## config.mk

```make
export PLATFORM = sky130hd
export DESIGN_NAME = mem_port_arbiter
export DESIGN_NICKNAME = d
export VERILOG_FILES = /design/src/rtl/mem_port_arbiter.sv
export SDC_FILE = /design/constraint.sdc
export NUM_CORES = 1
export LEC_CHECK = 0
export CAP_MARGIN = 20
export CORE_MARGIN = 4
export CORE_UTILIZATION = 41
export DETAILED_ROUTE_END_ITERATION = 8
export DONT_BUFFER_PORTS = 1
export SETUP_SLACK_MARGIN = 0.1
export SLEW_MARGIN = 20
export SYNTH_ARGS = -nofsm -noshare
export SYNTH_HDL_FRONTEND = slang
export SYNTH_SLANG_ARGS = --single-unit
export TNS_END_PERCENT = 30
```

## constraint.sdc

```tcl
create_clock -name clk -period 14.2 [get_ports clk]
set_clock_uncertainty 0.1 [all_clocks]
set_input_delay 2.84 -clock clk [delete_from_list [all_inputs] [get_ports clk]]
set_output_delay 2.84 -clock clk [all_outputs]
set_load 0.03 [all_outputs]
```

## src/rtl/mem_port_arbiter.sv

```systemverilog
// Arbiter sharing one memory port between I-cache reads and D-cache reads/writes.
// Data side has priority; a streak counter forces an I grant after STARVE_LIMIT D grants.
module mem_port_arbiter #(
   parameter int ADDR_W       = 32,
   parameter int DATA_W       = 32,
   parameter int RD_LATENCY   = 2,
   parameter int STARVE_LIMIT = 4
) (
   input  logic              clk,
   input  logic              rst,
   input  logic              i_req,
   input  logic [ADDR_W-1:0] i_addr,
   output logic              i_ready,
   output logic [DATA_W-1:0] i_rdata,
   input  logic              d_req,
   input  logic              d_we,
   input  logic [ADDR_W-1:0] d_addr,
   input  logic [DATA_W-1:0] d_wdata,
   output logic              d_ready,
   output logic [DATA_W-1:0] d_rdata,
   output logic [ADDR_W-1:0] mem_addr,
   output logic [DATA_W-1:0] mem_wdata,
   output logic              mem_we,
   input  logic [DATA_W-1:0] mem_rdata,
   output logic              busy,
   output logic              owner
);

   typedef enum logic [1:0] {IDLE, WAIT, DONE} state_t;

   localparam logic [3:0] RD_LOAD    = 4'(RD_LATENCY - 1);
   localparam logic [3:0] STREAK_MAX = 4'(STARVE_LIMIT);

   state_t            state_reg, state_next;
   logic [3:0]        cnt_reg, cnt_next;
   logic [3:0]        streak_reg, streak_next;
   logic [ADDR_W-1:0] addr_reg, addr_next;
   logic [DATA_W-1:0] wdata_reg, wdata_next;
   logic              we_reg, we_next;
   logic              owner_reg, owner_next;
   logic [DATA_W-1:0] i_rdata_reg, d_rdata_reg;
   logic              grant_d;
   logic              capture;

   always_ff @(posedge clk or posedge rst) begin
      if (rst) begin
         state_reg   <= IDLE;
         cnt_reg     <= '0;
         streak_reg  <= '0;
         addr_reg    <= '0;
         wdata_reg   <= '0;
         we_reg      <= 1'b0;
         owner_reg   <= 1'b0;
         i_rdata_reg <= '0;
         d_rdata_reg <= '0;
      end else begin
         state_reg  <= state_next;
         cnt_reg    <= cnt_next;
         streak_reg <= streak_next;
         addr_reg   <= addr_next;
         wdata_reg  <= wdata_next;
         we_reg     <= we_next;
         owner_reg  <= owner_next;
         if (capture && !owner_reg) i_rdata_reg <= mem_rdata;
         if (capture && owner_reg)  d_rdata_reg <= mem_rdata;
      end
   end

   always_comb begin
      state_next  = state_reg;
      cnt_next    = cnt_reg;
      streak_next = streak_reg;
      addr_next   = addr_reg;
      wdata_next  = wdata_reg;
      we_next     = we_reg;
      owner_next  = owner_reg;
      grant_d     = 1'b0;
      capture     = 1'b0;
      case (state_reg)
         IDLE: begin
            if (i_req || d_req) begin
               // D wins unless I is waiting and D has used up its streak
               grant_d    = d_req && (!i_req || (streak_reg < STREAK_MAX));
               owner_next = grant_d;
               state_next = WAIT;
               if (grant_d) begin
                  addr_next  = d_addr;
                  wdata_next = d_wdata;
                  we_next    = d_we;
                  cnt_next   = d_we ? 4'd0 : RD_LOAD;
               end else begin
                  addr_next = i_addr;
                  we_next   = 1'b0;
                  cnt_next  = RD_LOAD;
               end
               streak_next = (grant_d && i_req) ? streak_reg + 4'd1 : 4'd0;
            end
         end
         WAIT: begin
            if (we_reg) begin
               state_next = DONE;
            end else if (cnt_reg == 4'd0) begin
               capture    = 1'b1;
               state_next = DONE;
            end else begin
               cnt_next = cnt_reg - 4'd1;
            end
         end
         DONE:    state_next = IDLE;
         default: state_next = IDLE;
      endcase
   end

   // Decoded from state so an async reset clears them in the same cycle
   assign busy      = (state_reg != IDLE);
   assign owner     = owner_reg;
   assign mem_we    = (state_reg == WAIT) && we_reg;
   assign i_ready   = (state_reg == DONE) && !owner_reg;
   assign d_ready   = (state_reg == DONE) && owner_reg;
   assign mem_addr  = addr_reg;
   assign mem_wdata = wdata_reg;
   assign i_rdata   = i_rdata_reg;
   assign d_rdata   = d_rdata_reg;

endmodule

```

# Word level (Yosys, flattened, before mapping)

Index checks and enable logic that the tools add are counted.

Output and inout bits: 133
Flip-flop bits (word level): 140

Reduce and logical (&&, ||, !) cells: 19
Mux-type cells: 16
$add $sub $neg: 2
$lt $le $gt $ge: 1
Equality and inequality tests: 6

Operators by type and width:

| kind                                                       | number |
|---|---|
| two-way mux 32 bit                                         | 1 |
| two-way mux 4 bit                                          | 4 |
| case mux 4 bit (2 select lines)                            | 1 |
| logical AND 1 bit                                          | 7 |
| two-way mux 1 bit                                          | 6 |
| two-way mux 2 bit                                          | 3 |
| inequality test 2 bit, second input constant               | 3 |
| adder 4 x 1 -> 4 bit, second input constant                | 1 |
| zero test 4 bit                                            | 1 |
| less-than comparator 4 x 3 -> 1 bit, second input constant | 1 |
| case mux 2 bit (2 select lines)                            | 1 |
| AND reduction 2 bit                                        | 2 |
| AND reduction 4 bit                                        | 1 |
| nonzero test 2 bit                                         | 2 |
| subtractor 4 x 1 -> 4 bit, second input constant           | 1 |
| inequality test 3 bit, second input constant               | 1 |
| AND reduction 3 bit                                        | 1 |
| equality test 2 x 1 -> 1 bit, second input constant        | 1 |
| equality test 2 bit, second input constant                 | 1 |
| zero test 1 bit                                            | 2 |
| zero test 2 bit                                            | 1 |
| logical OR 1 bit                                           | 2 |

# Depth between registers and ports, before layout

Depth in word-level cells: 6
Depth in mapped cells: 6
Gate-level depth less buffers: 5

# Least setup slack after synthesis

Ideal clock, no wire load.

Kind: register to output
From: register owner_reg (netlist: owner)
To: output port i_ready
Setup slack: 9.939 ns
Arrival time: 1.321 ns
Stages on the path, launching flop included: 2
Buffers on the path: 0
Data required time: 11.260 ns
Cell sequence: dfrtp_1 nor3b_1

Word-level cells in the longest chain between the ends: 2

Ends and longest elaborated chain:

| element                | line | source |
|---|---|---|
| start, declared        | 40   | `logic owner_reg, owner_next;` |
| start signal, assigned | 63   | `owner_reg <= owner_next;` |
| zero test 1 bit        | 118  | `assign i_ready = (state_reg == DONE) && !owner_reg;` |
| logical AND 1 bit      | 118  |  |
| end, declared          | 13   | `output logic i_ready,` |

No other way between the ends.

# Worst setup path in the final report

From: register state_reg[0]
To: output port busy

Word-level cells in the longest chain between the ends: 1

Ends and longest elaborated chain:

| element                | line | source |
|---|---|---|
| start, declared        | 34   | `state_t state_reg, state_next;` |
| start signal, assigned | 57   | `state_reg <= state_next;` |
| nonzero test 2 bit     | 115  | `assign busy = (state_reg != IDLE);` |
| end, declared          | 25   | `output logic busy,` |

No other way between the ends.

==> summary.txt <==
count leader, synth - dfrtp_1
Num CTS Buffers - 17
met2 usage - 0.279
clk sinks - 140
Reg2Reg Setup Slack - 11.64 ns
# setup viols final - 0
Sw Share - 0.445
PD cells - 299 nW/um^2
Area growth syn-to-layout - 12.9%
Gate power share - 0.198
Tcrit/Tclk final - 0.349
P_int - 1.10 mW
Critical Path End Type - output port
Leak Pwr - 2.70 nW
final hold violations - 0
Hold Path Class - reg -> reg
post-cts resize count - 0
Die Y - 128 um
DP Area - 6000 um^2
most frequent cells after synthesis - 140 x dfrtp_1, 92 x mux2_2, 36 x nand3_1, 36 x o21ai_0, 33 x o211ai_1
GR Layer Usage met1 - 0.203
Post-synth top flop - dfrtp_1
Antenna Nets Post-Route - 0
synthesis-stage register bit count - 140
RD Place Congestion - 0.727
Flop pwr share - 0.566
die width - 128 um
die area - 16300 um^2
Worst EP arrival - 2.01 ns
number of global-route vias before repair - 3928
RSZ-0062 raised after global routing - false
Syn. warnings - 0
cts hold-fix bufs - 0
Post-synth EDFFs - 0
Port Buf Inserts - 0
grt ovf - 0
required time of the critical path - 11.26 ns
cells along the critical path - nor2_4 > buf_4 > inv_2
MaxCap Viol Count - 0
Worst-Skew Late Latency - 0.40 ns
Switching Power - 884 uW
Post-Syn Area - 5880 um^2
CTS Root Buffer Type - clkbuf_16
first-pass GRT wire length - 21.9 mm
Seq/Total Area, Yosys - 0.596
post-route cell area - 6640 um^2
synth unique cells - 37
I/O Pins - 266
ys async rst share - 1.00
Final nets - 578
number of antenna violations at the first check in global routing - 0
CP max FO - 67
status - finished clean
post-synth top area share - 0.596
share of cells above drive strength 1 - 0.301
clk slew on worst S/H paths - 0.06 ns
CTS tree - yes
cell taking the most area after synthesis - dfrtp_1
core outline area - 14000 um^2
Inserted Diodes - 0
Slew @ Worst Pin - 1.16 ns
final worst path period need - 4.95 ns
top cells by area, synth - dfrtp_1 60%, mux2_2 18%, o211ai_1 4.2%
total power - 1.99 mW
Slowest-stage cell, CP - buf_4
total wire length - 14.2 mm
DRC - 0
vias - 3692
Startpoint Class - flop
Max transition margin - 0.227
Pre-antenna DRT Iters - 5
GR Util met3 - 0.0713
worst setup path category - reg -> out
Crit path largest cell delay - 0.50 ns
Fin Setup TNS - 0 ns
pin count of the biggest net entering global routing - 93
initial drt markers - 184
initial core utilization - 0.420
htree depth - 4
peak supply drop - 96.0 uV
# rows - 43
Slew Viols, Final - 0
syn_area_per_cell - 12.9 um^2
post-CTS setup buffers - 0
clock power share - 0.236
syn_nets - 591
Detail Placement HPWL - 9.95 mm
gr usage total - 0.171
routed vias/inst - 5.81
clock buffer depth - 2
Avg WL per Cell - 22.4 um
Gate Count Post-Synth - 455
FMAX - 202 MHz
Most Used Layer, Global Route - met2
stage by stage:
step / utilization / cells / hold WS [ns] / setup WS (ns)
5_1_grt: 0.475 / 635 / 0.453 / 9.06
4_1_cts: 0.474 / 635 / 0.414 / 9.22
3_3_place_gp: 0.429 / 603 / 0.381 / 9.57
2_1_floorplan: - / 455 / 0.360 / 7.51
6_report: 0.475 / 635 / 0.416 / 9.25
3_5_place_dp: 0.429 / 603 / 0.401 / 9.46
path summary, 6_finish.rpt:
| kind | end | cells past startpoint | startpoint |
|---|---|---|---|
| setup / recovery | busy | 3 | state_reg[0] |
| hold / removal | streak_reg[1] | 1 | streak_reg[1] |
| setup reg to reg | cnt_reg[0] | 5 | state_reg[0] |
| hold reg to reg | streak_reg[1] | 1 | streak_reg[1] |
| max in group asynchronous | d_rdata[2] | 2 | rst |
| min in group asynchronous | mem_wdata[9] | 1 | rst |
logic make-up after synthesis:
logic type / synth area share
AND/OR/NAND/NOR: 0.0951
adder cells (fa/ha/maj): 0.00638
AO/OA/AOI/OAI: 0.0828
flip-flops: 0.596
multiplexers: 0.187
buffers and inverters: 0.0326
power by group through the flow:
| stage | combinational [mW] | sequential, mW | clock, mW |
|---|---|---|---|
| after global placement | 0.378 | 1.13 | 0 |
| final | 0.393 | 1.13 | 0.470 |
| after detailed placement | 0.401 | 1.14 | 0 |
| after floorplan | 0.344 | 1.08 | 0 |
| after global routing | 0.442 | 1.15 | 0.504 |
| after CTS | 0.400 | 1.13 | 0.483 |
final cells by class:
cell class,instances,area [um^2]
clock inverter,9,158
clock buffer,23,478
timing repair buffer,7,56.3
fill,1220,7350
tap,180,225
sequential,140,3500
multi-input combinational,271,2200
inverter,5,23.8
cells in the final DEF (no fill, tap or decap), drive strengths merged, types with 3 or more instances in the layout:
cell type,Yosys,layout
dfrtp,140,140
mux2,97,97
o21ai,37,37
nand3,36,36
o211ai,33,33
nand4,32,32
clkbuf,32,23
buf,7,7
inv,5,7
bufinv,0,4
and2,4,4
nor2,4,4
nand2,3,3
ha,3,3
nor3b,3,3
routing by layer:
layer | share of wire | vias to the layer above
met5 | 0 | -
met4 | 0.016 | 0
met3 | 0.11 | 19
met2 | 0.51 | 176
met1 | 0.37 | 1841
li1 | - | 1656
critical path: cells and delay by family, from the launching register on:
family	cells	cell delay [ns]
buffers and inverters	2	0.98
flip-flops	1	0.48
AND/OR/NAND/NOR	1	0.13
No activity file was read; power rests on OpenSTA's default activity.
